$ cat src/rtl/dbg_guv_mc.sv
// dbg_guv_mc: multi-channel debug governor.
// One command address controls pause/pass, drop and log for N_CHAN AXI
// streams. Logged flits from every channel are merged round-robin into a
// single log stream tagged with the source channel. Commands addressed to
// other cores are forwarded on cmd_out.
module dbg_guv_mc #(
    parameter int DATA_WIDTH = 64,
    parameter int DEST_WIDTH = 16,
    parameter int ID_WIDTH   = 16,
    parameter int N_CHAN     = 2,
    parameter int CNT_SIZE   = 16,
    parameter int ADDR_WIDTH = 12,
    parameter int ADDR       = 0,
    parameter int PIPE_STAGE = 0,
    localparam int CH_W      = (N_CHAN > 1) ? $clog2(N_CHAN) : 1,
    localparam int KEEP_W    = DATA_WIDTH / 8
) (
    input  logic                         clk,
    input  logic                         rst,
    input  logic [DATA_WIDTH-1:0]        cmd_in_TDATA,
    input  logic                         cmd_in_TVALID,
    output logic [DATA_WIDTH-1:0]        cmd_out_TDATA,
    output logic                         cmd_out_TVALID,
    input  logic [N_CHAN*DATA_WIDTH-1:0] in_TDATA,
    input  logic [N_CHAN*KEEP_W-1:0]     in_TKEEP,
    input  logic [N_CHAN*DEST_WIDTH-1:0] in_TDEST,
    input  logic [N_CHAN*ID_WIDTH-1:0]   in_TID,
    input  logic [N_CHAN-1:0]            in_TLAST,
    input  logic [N_CHAN-1:0]            in_TVALID,
    output logic [N_CHAN-1:0]            in_TREADY,
    output logic [N_CHAN*DATA_WIDTH-1:0] out_TDATA,
    output logic [N_CHAN*KEEP_W-1:0]     out_TKEEP,
    output logic [N_CHAN*DEST_WIDTH-1:0] out_TDEST,
    output logic [N_CHAN*ID_WIDTH-1:0]   out_TID,
    output logic [N_CHAN-1:0]            out_TLAST,
    output logic [N_CHAN-1:0]            out_TVALID,
    input  logic [N_CHAN-1:0]            out_TREADY,
    output logic [DATA_WIDTH+KEEP_W-1:0] log_catted_TDATA,
    output logic [CH_W-1:0]              log_catted_TDEST,
    output logic                         log_catted_TLAST,
    output logic                         log_catted_TVALID,
    input  logic                         log_catted_TREADY
);

    // Command field decode
    logic [3:0]            cmd_reg;
    logic [CH_W-1:0]       cmd_chan;
    logic [ADDR_WIDTH-1:0] cmd_core;
    logic [CNT_SIZE-1:0]   cmd_val;
    logic                  cmd_hit;
    logic                  chan_ok;

    assign cmd_reg  = cmd_in_TDATA[3:0];
    assign cmd_chan = cmd_in_TDATA[4 +: CH_W];
    assign cmd_core = cmd_in_TDATA[4+CH_W +: ADDR_WIDTH];
    assign cmd_val  = cmd_in_TDATA[32 +: CNT_SIZE];
    assign cmd_hit  = cmd_in_TVALID && (cmd_core == ADDR_WIDTH'(ADDR));
    assign chan_ok  = (int'(cmd_chan) < N_CHAN);

    // Shadow (written by commands) and active (used for gating) state
    logic [N_CHAN-1:0]   sh_pause_q, sh_drop_q, sh_log_q;
    logic [CNT_SIZE-1:0] sh_pass_q [N_CHAN];
    logic [CNT_SIZE-1:0] sh_dcnt_q [N_CHAN];
    logic [CNT_SIZE-1:0] sh_lcnt_q [N_CHAN];
    logic [N_CHAN-1:0]   act_pause_q, act_drop_q, act_log_q;
    logic [CNT_SIZE-1:0] act_pass_q [N_CHAN];
    logic [CNT_SIZE-1:0] act_dcnt_q [N_CHAN];
    logic [CNT_SIZE-1:0] act_lcnt_q [N_CHAN];

    // One-entry log buffer per channel
    logic [N_CHAN-1:0]     lb_vld_q;
    logic [DATA_WIDTH-1:0] lb_data_q [N_CHAN];
    logic [KEEP_W-1:0]     lb_keep_q [N_CHAN];
    logic [N_CHAN-1:0]     lb_last_q;

    logic [N_CHAN-1:0] open_w, dropping_w, logging_w, slot_ok_w, accept_w, latch_w;
    logic [CH_W-1:0]   rr_q, rr_d, gnt;
    logic              gnt_vld, log_hs;

    // Per-channel gating; sidebands pass straight through
    for (genvar i = 0; i < N_CHAN; i++) begin : g_ch
        assign open_w[i]     = !act_pause_q[i] || (act_pass_q[i] != '0);
        assign dropping_w[i] = act_drop_q[i] || (act_dcnt_q[i] != '0);
        assign logging_w[i]  = act_log_q[i] || (act_lcnt_q[i] != '0);
        // A buffer drained by this cycle's log handshake may be refilled now
        assign slot_ok_w[i]  = !logging_w[i] || !lb_vld_q[i] || (log_hs && (int'(gnt) == i));
        assign in_TREADY[i]  = open_w[i] && slot_ok_w[i] && (dropping_w[i] || out_TREADY[i]);
        assign out_TVALID[i] = in_TVALID[i] && open_w[i] && slot_ok_w[i] && !dropping_w[i];
        assign accept_w[i]   = in_TVALID[i] && in_TREADY[i];
        assign latch_w[i]    = cmd_hit && ((cmd_reg == 4'd14) ||
                               ((cmd_reg == 4'd15) && chan_ok && (int'(cmd_chan) == i)));
    end

    assign out_TDATA = in_TDATA;
    assign out_TKEEP = in_TKEEP;
    assign out_TDEST = in_TDEST;
    assign out_TID   = in_TID;
    assign out_TLAST = in_TLAST;

    // Command register writes, latching and per-flit counter decrements
    always_ff @(posedge clk) begin
        if (rst) begin
            sh_pause_q  <= '0;
            sh_drop_q   <= '0;
            sh_log_q    <= '0;
            act_pause_q <= '0;
            act_drop_q  <= '0;
            act_log_q   <= '0;
            for (int i = 0; i < N_CHAN; i++) begin
                sh_pass_q[i]  <= '0;
                sh_dcnt_q[i]  <= '0;
                sh_lcnt_q[i]  <= '0;
                act_pass_q[i] <= '0;
                act_dcnt_q[i] <= '0;
                act_lcnt_q[i] <= '0;
            end
        end else begin
            for (int i = 0; i < N_CHAN; i++) begin
                if (cmd_hit && chan_ok && (int'(cmd_chan) == i)) begin
                    case (cmd_reg)
                        4'd0:    sh_pause_q[i] <= cmd_val[0];
                        4'd1:    sh_drop_q[i]  <= cmd_val[0];
                        4'd2:    sh_log_q[i]   <= cmd_val[0];
                        4'd3:    sh_pass_q[i]  <= cmd_val;
                        4'd4:    sh_dcnt_q[i]  <= cmd_val;
                        4'd5:    sh_lcnt_q[i]  <= cmd_val;
                        default: ;
                    endcase
                end
                // A latch overrides any decrement from the same cycle
                if (latch_w[i]) begin
                    act_pause_q[i] <= sh_pause_q[i];
                    act_drop_q[i]  <= sh_drop_q[i];
                    act_log_q[i]   <= sh_log_q[i];
                    act_pass_q[i]  <= sh_pass_q[i];
                    act_dcnt_q[i]  <= sh_dcnt_q[i];
                    act_lcnt_q[i]  <= sh_lcnt_q[i];
                end else if (accept_w[i]) begin
                    if (act_pause_q[i] && (act_pass_q[i] != '0))
                        act_pass_q[i] <= act_pass_q[i] - 1'b1;
                    if (act_dcnt_q[i] != '0)
                        act_dcnt_q[i] <= act_dcnt_q[i] - 1'b1;
                    if (act_lcnt_q[i] != '0)
                        act_lcnt_q[i] <= act_lcnt_q[i] - 1'b1;
                end
            end
        end
    end

    // Round-robin search over full buffers starting at rr
    always_comb begin
        int idx;
        idx     = 0;
        gnt     = '0;
        gnt_vld = 1'b0;
        for (int k = 0; k < N_CHAN; k++) begin
            idx = int'(rr_q) + k;
            if (idx >= N_CHAN) idx = idx - N_CHAN;
            if (!gnt_vld && lb_vld_q[idx]) begin
                gnt_vld = 1'b1;
                gnt     = CH_W'(idx);
            end
        end
    end

    assign log_hs            = gnt_vld && log_catted_TREADY;
    assign log_catted_TVALID = gnt_vld;
    assign log_catted_TDEST  = gnt;
    assign log_catted_TDATA  = {lb_keep_q[gnt], lb_data_q[gnt]};
    assign log_catted_TLAST  = lb_last_q[gnt];

    // Next pointer: advance past a served channel, or park on a stalled grant so it holds
    always_comb begin
        rr_d = rr_q;
        if (log_hs)
            rr_d = (int'(gnt) == N_CHAN - 1) ? '0 : gnt + 1'b1;
        else if (gnt_vld)
            rr_d = gnt;
    end

    // Round-robin pointer
    always_ff @(posedge clk) begin
        if (rst) rr_q <= '0;
        else     rr_q <= rr_d;
    end

    // Log buffer occupancy: capture wins over drain for the same channel
    always_ff @(posedge clk) begin
        if (rst) begin
            lb_vld_q <= '0;
        end else begin
            for (int i = 0; i < N_CHAN; i++) begin
                if (accept_w[i] && logging_w[i])
                    lb_vld_q[i] <= 1'b1;
                else if (log_hs && (int'(gnt) == i))
                    lb_vld_q[i] <= 1'b0;
            end
        end
    end

    // Log buffer payload capture (payload needs no reset, occupancy guards it)
    always_ff @(posedge clk) begin
        for (int i = 0; i < N_CHAN; i++) begin
            if (accept_w[i] && logging_w[i]) begin
                lb_data_q[i] <= in_TDATA[i*DATA_WIDTH +: DATA_WIDTH];
                lb_keep_q[i] <= in_TKEEP[i*KEEP_W +: KEEP_W];
                lb_last_q[i] <= in_TLAST[i];
            end
        end
    end

    if (PIPE_STAGE != 0) begin : g_cmd_pipe
        // Registered forward of commands for other cores
        always_ff @(posedge clk) begin
            if (rst) cmd_out_TVALID <= 1'b0;
            else     cmd_out_TVALID <= cmd_in_TVALID && !cmd_hit;
            cmd_out_TDATA <= cmd_in_TDATA;
        end
    end else begin : g_cmd_comb
        assign cmd_out_TVALID = cmd_in_TVALID && !cmd_hit;
        assign cmd_out_TDATA  = cmd_in_TDATA;
    end

endmodule

$ cat config.mk
export PLATFORM = sky130hd
export DESIGN_NAME = dbg_guv_mc
export DESIGN_NICKNAME = d
export VERILOG_FILES = /design/src/rtl/dbg_guv_mc.sv
export SDC_FILE = /design/constraint.sdc
export NUM_CORES = 1
export LEC_CHECK = 0
export CORE_AREA = 4 4 243 245
export CTS_CLUSTER_DIAMETER = 100
export DETAILED_ROUTE_END_ITERATION = 10
export DIE_AREA = 0 0 247 249
export PLACE_DENSITY = 0.68
export SKIP_LAST_GASP = 1
export SLEW_MARGIN = 25
export SYNTH_ARGS = -nofsm -noshare
export SYNTH_HDL_FRONTEND = slang
export SYNTH_SLANG_ARGS = --single-unit
$ cat constraint.sdc
create_clock -name clk -period 10.57 [get_ports clk]
set_input_delay 1.057 -clock clk [delete_from_list [all_inputs] [get_ports clk]]
set_output_delay 1.057 -clock clk [all_outputs]
set_load 0.02 [all_outputs]
# Word-level counts from Yosys, hierarchy flattened
# Memories as Yosys holds them, arrays and structs flattened.
# Cells that the tools add are included.
[word_totals]
regBits = 17
mem_bits_rw = 336
in_bits = 282
output_inout_bits = 354
wordCells = 238
n_memories = 8
[op_classes]
addsub = 10
n_lt_le_gt_ge = 5
n_eq_ne = 7
mux = 102
bitwise = 20
reduce_logical = 69
[memory_table]
columns = ["memory", "words", "word_bits", "rd", "rd_ports_with_merged_regs", "write_ports", "line_no", "text"]
rows = [
  ["lb_data_q", 2, 64, 1, 0, 2, "72", "logic [DATA_WIDTH-1:0] lb_data_q [N_CHAN];"],
  ["act_dcnt_q", 2, 16, 2, 0, 2, "67", "logic [CNT_SIZE-1:0] act_dcnt_q [N_CHAN];"],
  ["act_lcnt_q", 2, 16, 2, 0, 2, "68", "logic [CNT_SIZE-1:0] act_lcnt_q [N_CHAN];"],
  ["act_pass_q", 2, 16, 2, 0, 2, "66", "logic [CNT_SIZE-1:0] act_pass_q [N_CHAN];"],
  ["sh_dcnt_q", 2, 16, 2, 0, 2, "63", "logic [CNT_SIZE-1:0] sh_dcnt_q [N_CHAN];"],
  ["sh_lcnt_q", 2, 16, 2, 0, 2, "64", "logic [CNT_SIZE-1:0] sh_lcnt_q [N_CHAN];"],
  ["+2 memories", "--", "--", "--", "--", "--", "--", ""],
]
[ops]
columns = ["operator", "count"]
rows = [
  ["$mux 16", 18],
  ["$reduce_bool 16->1", 6],
  ["$sub 16x1->16 const B", 6],
  ["$mux 1", 82],
  ["$lt 32x3->1 const B", 2],
  ["$mux 32", 2],
  ["$logic_and 1x1->1", 28],
  ["$or 1x1->1", 18],
  ["$logic_or 1x1->1", 14],
  ["$logic_not 12->1", 1],
  ["$reduce_and 2->1", 6],
  ["$logic_not 1->1", 10],
  ["$eq 4x2->1 const B", 2],
  ["$eq 4x3->1 const B", 2],
  ["$eq 4x4->1 const B", 2],
  ["$reduce_bool 2->1", 3],
  ["$eq 4x1->1 const B", 1],
  ["$logic_not 4->1", 1],
  ["$sub 1x2->3 const B", 1],
  ["$sub 2x2->3 const B", 1],
  ["$add 1x1->2 const B", 1],
  ["$ge 1x2->1 const B", 1],
  ["$ge 2x2->1 const B", 1],
  ["$lt 1x2->1 const B", 1],
  ["other kinds (2)", 3],
]

# Logic depth before layout (Yosys ltp)
# Gate-level depths: netlist (run 1).
[depth]
ltp_word = 20
mapped_depth = 12
ltp_nobuf = 9

# Worst setup path before layout (run 1)
# Ideal clock, no wire load.
[synth_path]
path_kind = "input to register"
startpoint = "input port log_catted_TREADY"
endpoint = "memory lb_data_q[0][0], enable pin"
setup_ps = 505
arrival_time_ps = 4442
t_required_ps = 10065
setup_slack_ps = 5623
stages = 4
n_path_buf = 0
path_cell_list = "and2_1 ha_1 nor2_1 nor2_1"
[synth_lines]
columns = ["item", "line_no", "text"]
rows = [
  ["start: declaration", "42", "input logic log_catted_TREADY"],
  ["end: declaration", "72", ""],
]

==> out/metrics.cfg, run 1 <==
[floorplanning]
initial_core_util = 0.302
ios = 636
core_um2 = 57100
die_w_um = 247
num_rows = 88
die_area_um2 = 61500
fp.dieH_um = 249

[worst_hold_path]
holdPathEnd = sh_pause_q[0]
hold_depth = 2
hold_path_class = flip-flop to flip-flop
hold_path_startpoint = sh_pause_q[0]

[cells_and_area]
final_nets = 1945
drive_gt1_frac = 0.0488
syn_to_final_growth_pct = 26.2
final_cell_area_um2 = 21800

[timing]
hold_viol_final = 0
skew_ns = 0.0201
worst_pin_slew_ns = 1.01
setup_violations = 0
slew_headroom = 0.328
tns_ns = 0
fin_crit_sh = 0.437
fin_crit_ns = 4.62
fmax_mhz = 217
rsz0062_at_grt = no
drv_slew = 0

[route]
drc = 0
avgRoutedWirePerCell_um = 24.4
routed.top_layer = met5
via_count = 11800
dr_wl_met2_um = 30500
firstDrtPassIters = 5
vias_per_cell = 4.82
met1_length_um = 20000
drtIter0Drc = 883
wl_met3_um = 5130
routed_wirelength_um = 59700
ant_nets = 0

[clocking]
clock_latency_ns = 0.56
postCtsSetupRepairBufs = 0
cts_max_level = 2
cts_sinks = 353
hold_buffers = 0
cts_resized = 0
cts_buffers = 39
cts_buffer_depth = 3
cts_tree = yes
cts_root_buf = clkbuf_16
clk_pin_slew_ns = 0.06

[synthesis]
synth_top_family_by_area = simple AND/OR/NAND/NOR gates
syn_nets = 1778
synthMuxAreaShare = 0.00638
synth_xor_area_frac = 0.0401
syn_inst = 1484
ys_seq_area_frac = 0.606
ys_types = 51
synth-async-reset-ratio = 0
synthSimpleGateAreaFrac = 0.150
syn_area_um2 = 17200
synth_edf_count = 338
synthAdderAreaFrac = 0.00870
synth_compound_area_frac = 0.0514
synth_ff_type = edfxtp_1
ys_ff_latch = 353
syn-mean-instance-area_um2 = 11.6
ys_warn_count = 0

[power_and_ir_drop]
powerDensity_nw_per_um2 = 165
peakVddDrop_uv = 153
p_leak_nw = 7.73

[global_route]
grt_pass1_vias = 12000
overflow = 0
grt_pass1_wl_um = 82500
groute.usage.overall = 0.186
grt_max_degree = 67
antenna_found_initial = 15

[setup_path]
worstReg2RegStart = act_dcnt_q[1][6]
reg2reg_to = act_pass_q[1][10]
cp.arrival_ns = 3.56
startpoint_type = flip-flop
critPathKind = flip-flop to output port
cp.required_ns = 9.51
r2r_setup_slack_ns = 6.86
endpoint_kind = output port
rr_worst_depth = 5
crit_fanout = 5

[placement]
io_buffers = 445
dpl_cell_area_um2 = 20500
place.gp.congestion = 0.950
hpwlAfterDp_um = 47300

[run_status]
status = complete, no violations

[run]
max_cap_viol_count = 0

[flip-flops by register name, summed over array words and instances, names as in the netlist, 16 cells and up]
signal      flops
lb_data_q     128
act_dcnt_q     32
act_lcnt_q     32
act_pass_q     32
sh_dcnt_q      32
sh_lcnt_q      32
sh_pass_q      32
lb_keep_q      16
[worst max-delay path, cell delays in order, from the launching register on]
cell and delay [ns]:
edfxtp_1 0.42, nor4_1 0.66, nand3_1 0.31, or3_1 0.41
nor3_1 0.47, clkdlybuf4s50_1 0.72
[Yosys cell counts (all sizes together) (5+ instances only)]
master,count,share of area
nand3,66,0.019
nor2,57,0.012
xor2,28,0.014
nand2,269,0.059
inv,21,0.0046
dfxtp,15,0.017
o21ai,48,0.014
and3,8,0.0029
or3,6,0.0022
a21o,7,0.0030
mux2i,11,0.0064
ha,12,0.0087
nor4,23,0.0087
xnor2,51,0.026
or4,9,0.0046
buf,284,0.12
o2bb2ai,31,0.016
and2,52,0.019
clkbuf,44,0.0096
o22ai,16,0.0058
edfxtp,338,0.59
a21oi,13,0.0038
nor3,26,0.0075
nand4,8,0.0029
nor2b,5,0.0018
[cell usage in the layout, fill, tap and decap left out, types with 9 or more instances in the layout]
cell type        synthesis  layout
a21oi_1                 13      13
and2_1                  52      52
buf_4                  275       9
clkbuf_16                0      39
clkdlybuf4s50_1          0     445
clkinv_1                 0       9
dfxtp_1                 15      15
edfxtp_1               338     338
ha_1                    12      12
inv_1                   21      20
mux2i_1                 11      11
nand2_1                269     269
nand3_1                 65      65
nor2_1                  57      54
nor3_1                  26      24
nor4_1                  22      22
o21ai_0                 48      47
o22ai_1                 16      16
o2bb2ai_1               31      31
xnor2_1                 51      51
xor2_1                  28      28
[cell type report]
cell class,instances,area [µm²]
Antenna cell,4,10.0
Fill cell,5409,35400
Clock buffer,49,1040
Multi-Input combinational cell,782,4470
Timing Repair Buffer,454,4520
Sequential cell,353,10500
Inverter,21,80.1
Clock inverter,22,235
Tap cell,765,957
[power by group]
group | internal (mW) | switching, mW | total (mW)
Sequential | 1.63 | 0.0411 | 1.67
Clock | 0.822 | 0.559 | 1.38
Combinational | 0.232 | 0.315 | 0.547
[logic make-up after synthesis]
logic type / count (synthesis)
and+or+nand+nor: 551
AOI/OAI and AO/OA: 129
DFF: 353
xor gates and xnor gates: 79
adders and majority gates: 12
muxes: 11
buffers and inverters: 349
[metal layers]
layer,vias to the layer above,track usage
met5,-,0
met4,12,0.111
met3,176,0.0560
met2,551,0.333
met1,5782,0.188
li1,5288,-
[metrics by stage]
stage	util	power (mW)	std cells	setup WS, ns	hold WS (ns)
global placement	0.358	2.24	2375	5.85	0.463
detailed placement	0.358	2.24	2375	5.81	0.465
floorplan	-	2.03	1484	5.62	0.436
CTS	0.381	3.62	2446	5.82	0.471
finish	0.381	3.60	2450	5.95	0.471
global route	0.381	3.71	2447	5.76	0.504
[worst max-delay path by stage]
stage	end	cells after the start	start
after global routing	in_TREADY[1]	5	act_dcnt_q[1][6]
after CTS	in_TREADY[1]	7	log_catted_TREADY
after detailed placement	in_TREADY[1]	7	log_catted_TREADY
after floorplan	lb_data_q[0][0]	4	log_catted_TREADY
after global placement	in_TREADY[1]	7	log_catted_TREADY
final	out_TVALID[1]	5	act_dcnt_q[1][6]
Power figures use the tool's default switching activity.
==> run 2, diff against run 1 <==
CORE_AREA = 4 4 246 248   (was 4 4 243 245)
DIE_AREA = 0 0 250 252   (was 0 0 247 249)
PLACE_DENSITY = 0.67   (was 0.68)
clock period = 4.8 ns   (was 10.57 ns; I/O delays follow)
==> run 2 against run 1 <==
  * Clock power grew 140%
  * Critical path depth stayed put
  * Die area up 2.4%
  * Via count grew 0.20%
==> out/metrics.cfg, run 2 (synthesis results as in run 1) <==
[setup_path]
startpoint_type = flip-flop
rr_worst_depth = 5
crit_chain = or4_4, and4b_1, a31oi_1, nor3_1, clkdlybuf4s50_1
critPathKind = flip-flop to output port
cp.arrival_ns = 3.46
worstReg2RegStart = act_dcnt_q[1][6]
max_stage_delay_ns = 0.72
r2r_setup_slack_ns = 1.06
cp.required_ns = 4.32
crit_fanout = 4
endpoint_kind = output port
slowest_stage = clkdlybuf4s50_1
reg2reg_to = act_pass_q[1][4]
crit_family = simple AND/OR/NAND/NOR gates
crit_buf_inv = 1

[global_route]
overflow = 0
groute.usage.overall = 0.187
grt_max_degree = 75
grt_pass1_vias = 12000
grt_pass1_wl_um = 84900
antenna_found_initial = 24

[worst_hold_path]
hold_path_class = flip-flop to flip-flop
holdPathEnd = sh_pause_q[1]
hold_path_startpoint = sh_pause_q[1]
hold_depth = 2

[floorplanning]
num_rows = 89
core_um2 = 58500
die_area_um2 = 63000
initial_core_util = 0.295
ios = 636
die_w_um = 250
fp.dieH_um = 252

[timing]
fin_crit_ns = 3.94
tns_ns = 0
rsz0062_at_grt = no
hold_viol_final = 0
fmax_mhz = 254
hold_ws_ns = 0.469
setup_ws_ns = 0.865
fin_crit_sh = 0.820
worst_pin_slew_ns = 0.952
skew_ns = 0.0240
slew_headroom = 0.359
drv_slew = 0
setup_violations = 0

[clocking]
cts_max_level = 2
cts_buffers = 41
postCtsSetupRepairBufs = 0
cts_root_buf = clkbuf_16
cts_resized = 0
clk_pin_slew_ns = 0.06
cts_buffer_depth = 3
hold_buffers = 0
cts_tree = yes
cts_sinks = 353
clock_latency_ns = 0.56

[power_and_ir_drop]
peakVddDrop_uv = 308
powerDensity_nw_per_um2 = 372
p_leak_nw = 7.83

[cells_and_area]
layout_common_cells = clkdlybuf4s50_1, edfxtp_1, nand2_1
final_nets = 1954
final_cell_area_um2 = 22000
drive_gt1_frac = 0.0550
largest_reg_flops = 128
top_register = lb_data_q
layout_commonest_cell = clkdlybuf4s50_1
syn_to_final_growth_pct = 27.5

[route]
firstDrtPassIters = 7
vias_per_cell = 4.79
routed_wirelength_um = 62200
drc = 0
avgRoutedWirePerCell_um = 25.2
drtIter0Drc = 787
via_count = 11800
ant_nets = 0

[placement]
place_ws_ns = 0.988
dpl_cell_area_um2 = 20600
io_buffers = 445
place.gp.congestion = 0.919
hpwlAfterDp_um = 49800

[run_status]
status = complete, no violations

[run]
max_cap_viol_count = 0

## run 2: metal layers
metal  share of wire  track usage  wire [µm]  vias to the layer above
li1                -            -          -                     5303
met1            0.32        0.183      20000                     5750
met2            0.53        0.353      33000                      564
met3           0.081       0.0537       5030                      206
met4           0.066        0.105       4120                       10
met5          0.0011            0         71                        -
## run 2: worst reg2reg max path: cells and delay by family, from the launching register on
| kind | cells | cell delay, ns |
|---|---|---|
| simple gates | 5 | 2.90 |
| flops | 1 | 0.43 |
## run 2: cell type report
cell class / instances / area [µm²]
fillers: 5543 / 36500
repair buffers: 461 / 4610
clock buffers: 47 / 1070
multi-input cells: 782 / 4460
inverters: 21 / 80.1
well taps: 773 / 967
flip-flops and latches: 353 / 10500
diodes: 4 / 10.0
clock inverters: 27 / 345
## run 2: how the worst max path moves through the flow
stage,start,to,cells after the start
floorplan,lb_vld_q[0],lb_data_q[0][0],6
global placement,cmd_in_TDATA[6],act_lcnt_q[1][0],8
detailed placement,cmd_in_TDATA[6],act_lcnt_q[1][15],8
CTS,act_dcnt_q[1][6],out_TVALID[1],5
global route,act_dcnt_q[1][6],in_TREADY[1],5
finish,act_lcnt_q[1][7],out_TVALID[1],5
## run 2: through the flow
step | std cells | power, mW | utilization
floorplan | 1484 | 4.47 | -
global placement | 2389 | 4.94 | 0.351
detailed placement | 2390 | 4.96 | 0.352
CTS | 2464 | 8.25 | 0.376
global route | 2464 | 8.44 | 0.376
finish | 2468 | 8.18 | 0.376
## run 2: power breakdown
part,switching (mW),total (mW),internal [mW]
combinational,0.697,1.22,0.521
clock,1.30,3.29,1.99
sequential,0.0923,3.67,3.58
total,2.09,8.18,6.09
==> patch: new RTL, config.mk and constraints of run 2 <==
Set the parameter `ADDR_WIDTH` to 14 (it was 12).
--- a/src/rtl/dbg_guv_mc.sv
+++ b/src/rtl/dbg_guv_mc.sv
@@ -9,7 +9,7 @@
     parameter int ID_WIDTH   = 16,
     parameter int N_CHAN     = 2,
     parameter int CNT_SIZE   = 16,
-    parameter int ADDR_WIDTH = 12,
+    parameter int ADDR_WIDTH = 14,
     parameter int ADDR       = 0,
     parameter int PIPE_STAGE = 0,
     localparam int CH_W      = (N_CHAN > 1) ? $clog2(N_CHAN) : 1,
Formal check against the unedited RTL: not equivalent (a bounded check fails within 4 cycles, from zero or initial values and one cycle with rst high).
==> patch against run 2 <==
Critical path depth grew 2. Synthesized cell count grew 2.3%. Count of clock-buffer cells in the layout grew 4. Sequential share of layout area shrank 0.97 points. Sequential cell count is the same. Area after synthesis grew 2.6%. Power shrank 1.5%. Critical path type unchanged. Routed wire length shrank 7.0%. Non-clock buffer count grew 15. Sequential power is essentially flat. Cell area grew 2.1%. Worst setup slack lost 0.28 ns.
==> patch: results (changes against run 2) <==
Parameter                              Value

Yosys
  Arithmetic-cell share of the synthesized area counting full adders, half adders and majority gates    0.00849 (-0.000219)
  Fraction of the yosys area taken by sequential cells    0.591 (-0.0153)
  Cell types occupying the most area after synthesis    edfxtp_1, buf_4, nand2_1
  Mux contribution to synthesized area    0.0267 (+0.0203)
  Library cells used by synthesis    55 (+7.8%)
  Async S/R FF share, synth    0 (unchanged)
  Fraction of synthesized cell area in xor and xnor cells    0.0401 (about the same)
  Gate count of the mapped netlist    1518 (+2.3%)
  Largest family of logic cells by synthesized area    simple AND/OR/NAND/NOR gates
  Syn nets    1812 (+1.9%)
  Commonest cells in the synthesized netlist    edfxtp_1, nand2_1, buf_4
  Fraction of the mapped netlist area in compound gates    0.0448 (-0.00653)

Hold path
  Hold Path Stages    2 (unchanged)
  Launch point of the worst hold path    sh_log_q[0]$_SDFFE_PP0P_
  Terminating pin of the worst hold path    act_log_q[0]$_SDFFE_PP0P_

Worst setup path
  Crit Reg-Reg Endpoint    act_pass_q[1][15]$_DFFE_PP_
  Worst Path Arrival    3.74 ns (+0.28 ns)
  CP max stage delay    0.74 ns (+0.02 ns)
  Crit Path Max Fanout    4 (unchanged)
  Setup slack on the worst flop-to-flop path    1.22 ns (+0.16 ns)
  Worst r2r src    act_lcnt_q[1][0]$_DFFE_PP_
  Register-to-Register Path Depth    9 (+4)
  Dominant delay contributor by cell family on the critical path    simple AND/OR/NAND/NOR gates

Placed design
  Total instance count after detailed placement    2440 (+2.1%)
  Final weighted congestion in routability-driven placement    0.913 (-0.70%)
  Placed instance area    21100 sq um (+2.5%)
  Pre-CTS setup slack    0.851 ns (-0.137 ns)
  Count of buffers inserted at the top-level ports    449 (+0.90%)
  Post-DP HPWL    44900 um (-9.8%)

Detailed routing
  Detailed router's first-iteration violation count    929 (+18%)
  Drt wl/cell    23.0 um (-8.7%)
  Wire length reported by the detailed router    57900 um (-7.0%)
  First-pass detailed-route iteration total    5 (-2)
  Vias per inst    4.75 (-0.84%)

Cells and area
  Nets@finish    2004 (+2.6%)
  Fraction of final layout cells sized beyond drive strength 1    0.0781 (+0.0231)
  Fill cell count    5616 (+1.3%)
  Number of inserted diodes    0 (-4)

Outcome
  Outcome    finished clean

Timing
  Max transition margin    0.410 (+0.0505)
  Clock tree skew after final layout    0.0233 ns (-0.000763 ns)
  Minimum clock period after layout    4.22 ns (+0.285 ns)
  Post-route worst hold slack    0.467 ns (-0.00138 ns)
  Final setup viols    0 (unchanged)

Clock network
  Clock transition at the register clock pins on the worst setup and hold paths after CTS    0.06 ns (about the same)
  Total CTS buffers    41 (unchanged)

GRT
  Global-route wire length before repair    82300 um (-3.1%)
  Largest net degree at the start of global routing    74 (-1.3%)
  All-layer global routing usage    0.175 (-0.0116)
  Vias in the first global route    12300 (+2.5%)
  Number of antenna violations at the first check in global routing    4 (-83%)

Pwr
  P_leak    7.90 nW (+0.93%)
  Peak supply drop    0.293 mV (-4.9%)
==> patch: cell types whose count changed in the layout (fill, tap and decap cells not counted), sizes merged, moves of 7 or more <==
cell and delta:
o21bai +7, nand2 +14, nand3 -28, buf +11, mux2i +35, o21ai +34, o2bb2ai -16, o22ai -16
==> patch: metal layers <==
| layer | part of all wire | wire (um) | global-route usage | vias to the layer above |
|---|---|---|---|---|
| met3 | 0.096 | 5540 | 0.0624 | 134 |
| met4 | 0.051 | 2940 | 0.0796 | 2 |
| met1 | 0.35 | 20100 | 0.187 | 5846 |
| met5 | 0.00035 | 20 | 0 | - |
| met2 | 0.51 | 29300 | 0.312 | 548 |
| li1 | - | - | - | 5427 |
==> patch: final cells by class <==
cell class	count	area, sq um	area share
clock buffers	51	1110	0.0497
clock inverters	24	238	0.0106
inverters	21	78.8	0.00351
repair buffers	476	4710	0.210
well taps	773	967	0.0431
flip-flops and latches	353	10500	0.465
multi-input cells	817	4890	0.218
==> patch: worst max path at each step <==
stage / start / endpoint
3_3_place_gp: cmd_in_TDATA[6] / act_dcnt_q[0][7]$_SDFFCE_PP0P_
5_1_grt: act_lcnt_q[1][0]$_DFFE_PP_ / out_TVALID[1]
3_5_place_dp: cmd_in_TDATA[13] / act_dcnt_q[0][8]$_SDFFCE_PP0P_
2_1_floorplan: act_dcnt_q[0][0]$_SDFFCE_PP0P_ / lb_data_q[0][0]$_DFFE_PP_
6_report: act_lcnt_q[1][0]$_DFFE_PP_ / out_TVALID[1]
4_1_cts: act_lcnt_q[1][0]$_DFFE_PP_ / out_TVALID[1]
==> patch: power breakdown <==
group          total (W)  switching [W]  leakage, nW  internal [W]
Sequential       0.00367      0.0000927         3.44       0.00358
Combinational    0.00124       0.000704         3.80      0.000540
Clock            0.00314        0.00131        0.659       0.00183
Total            0.00806        0.00211         7.90       0.00595
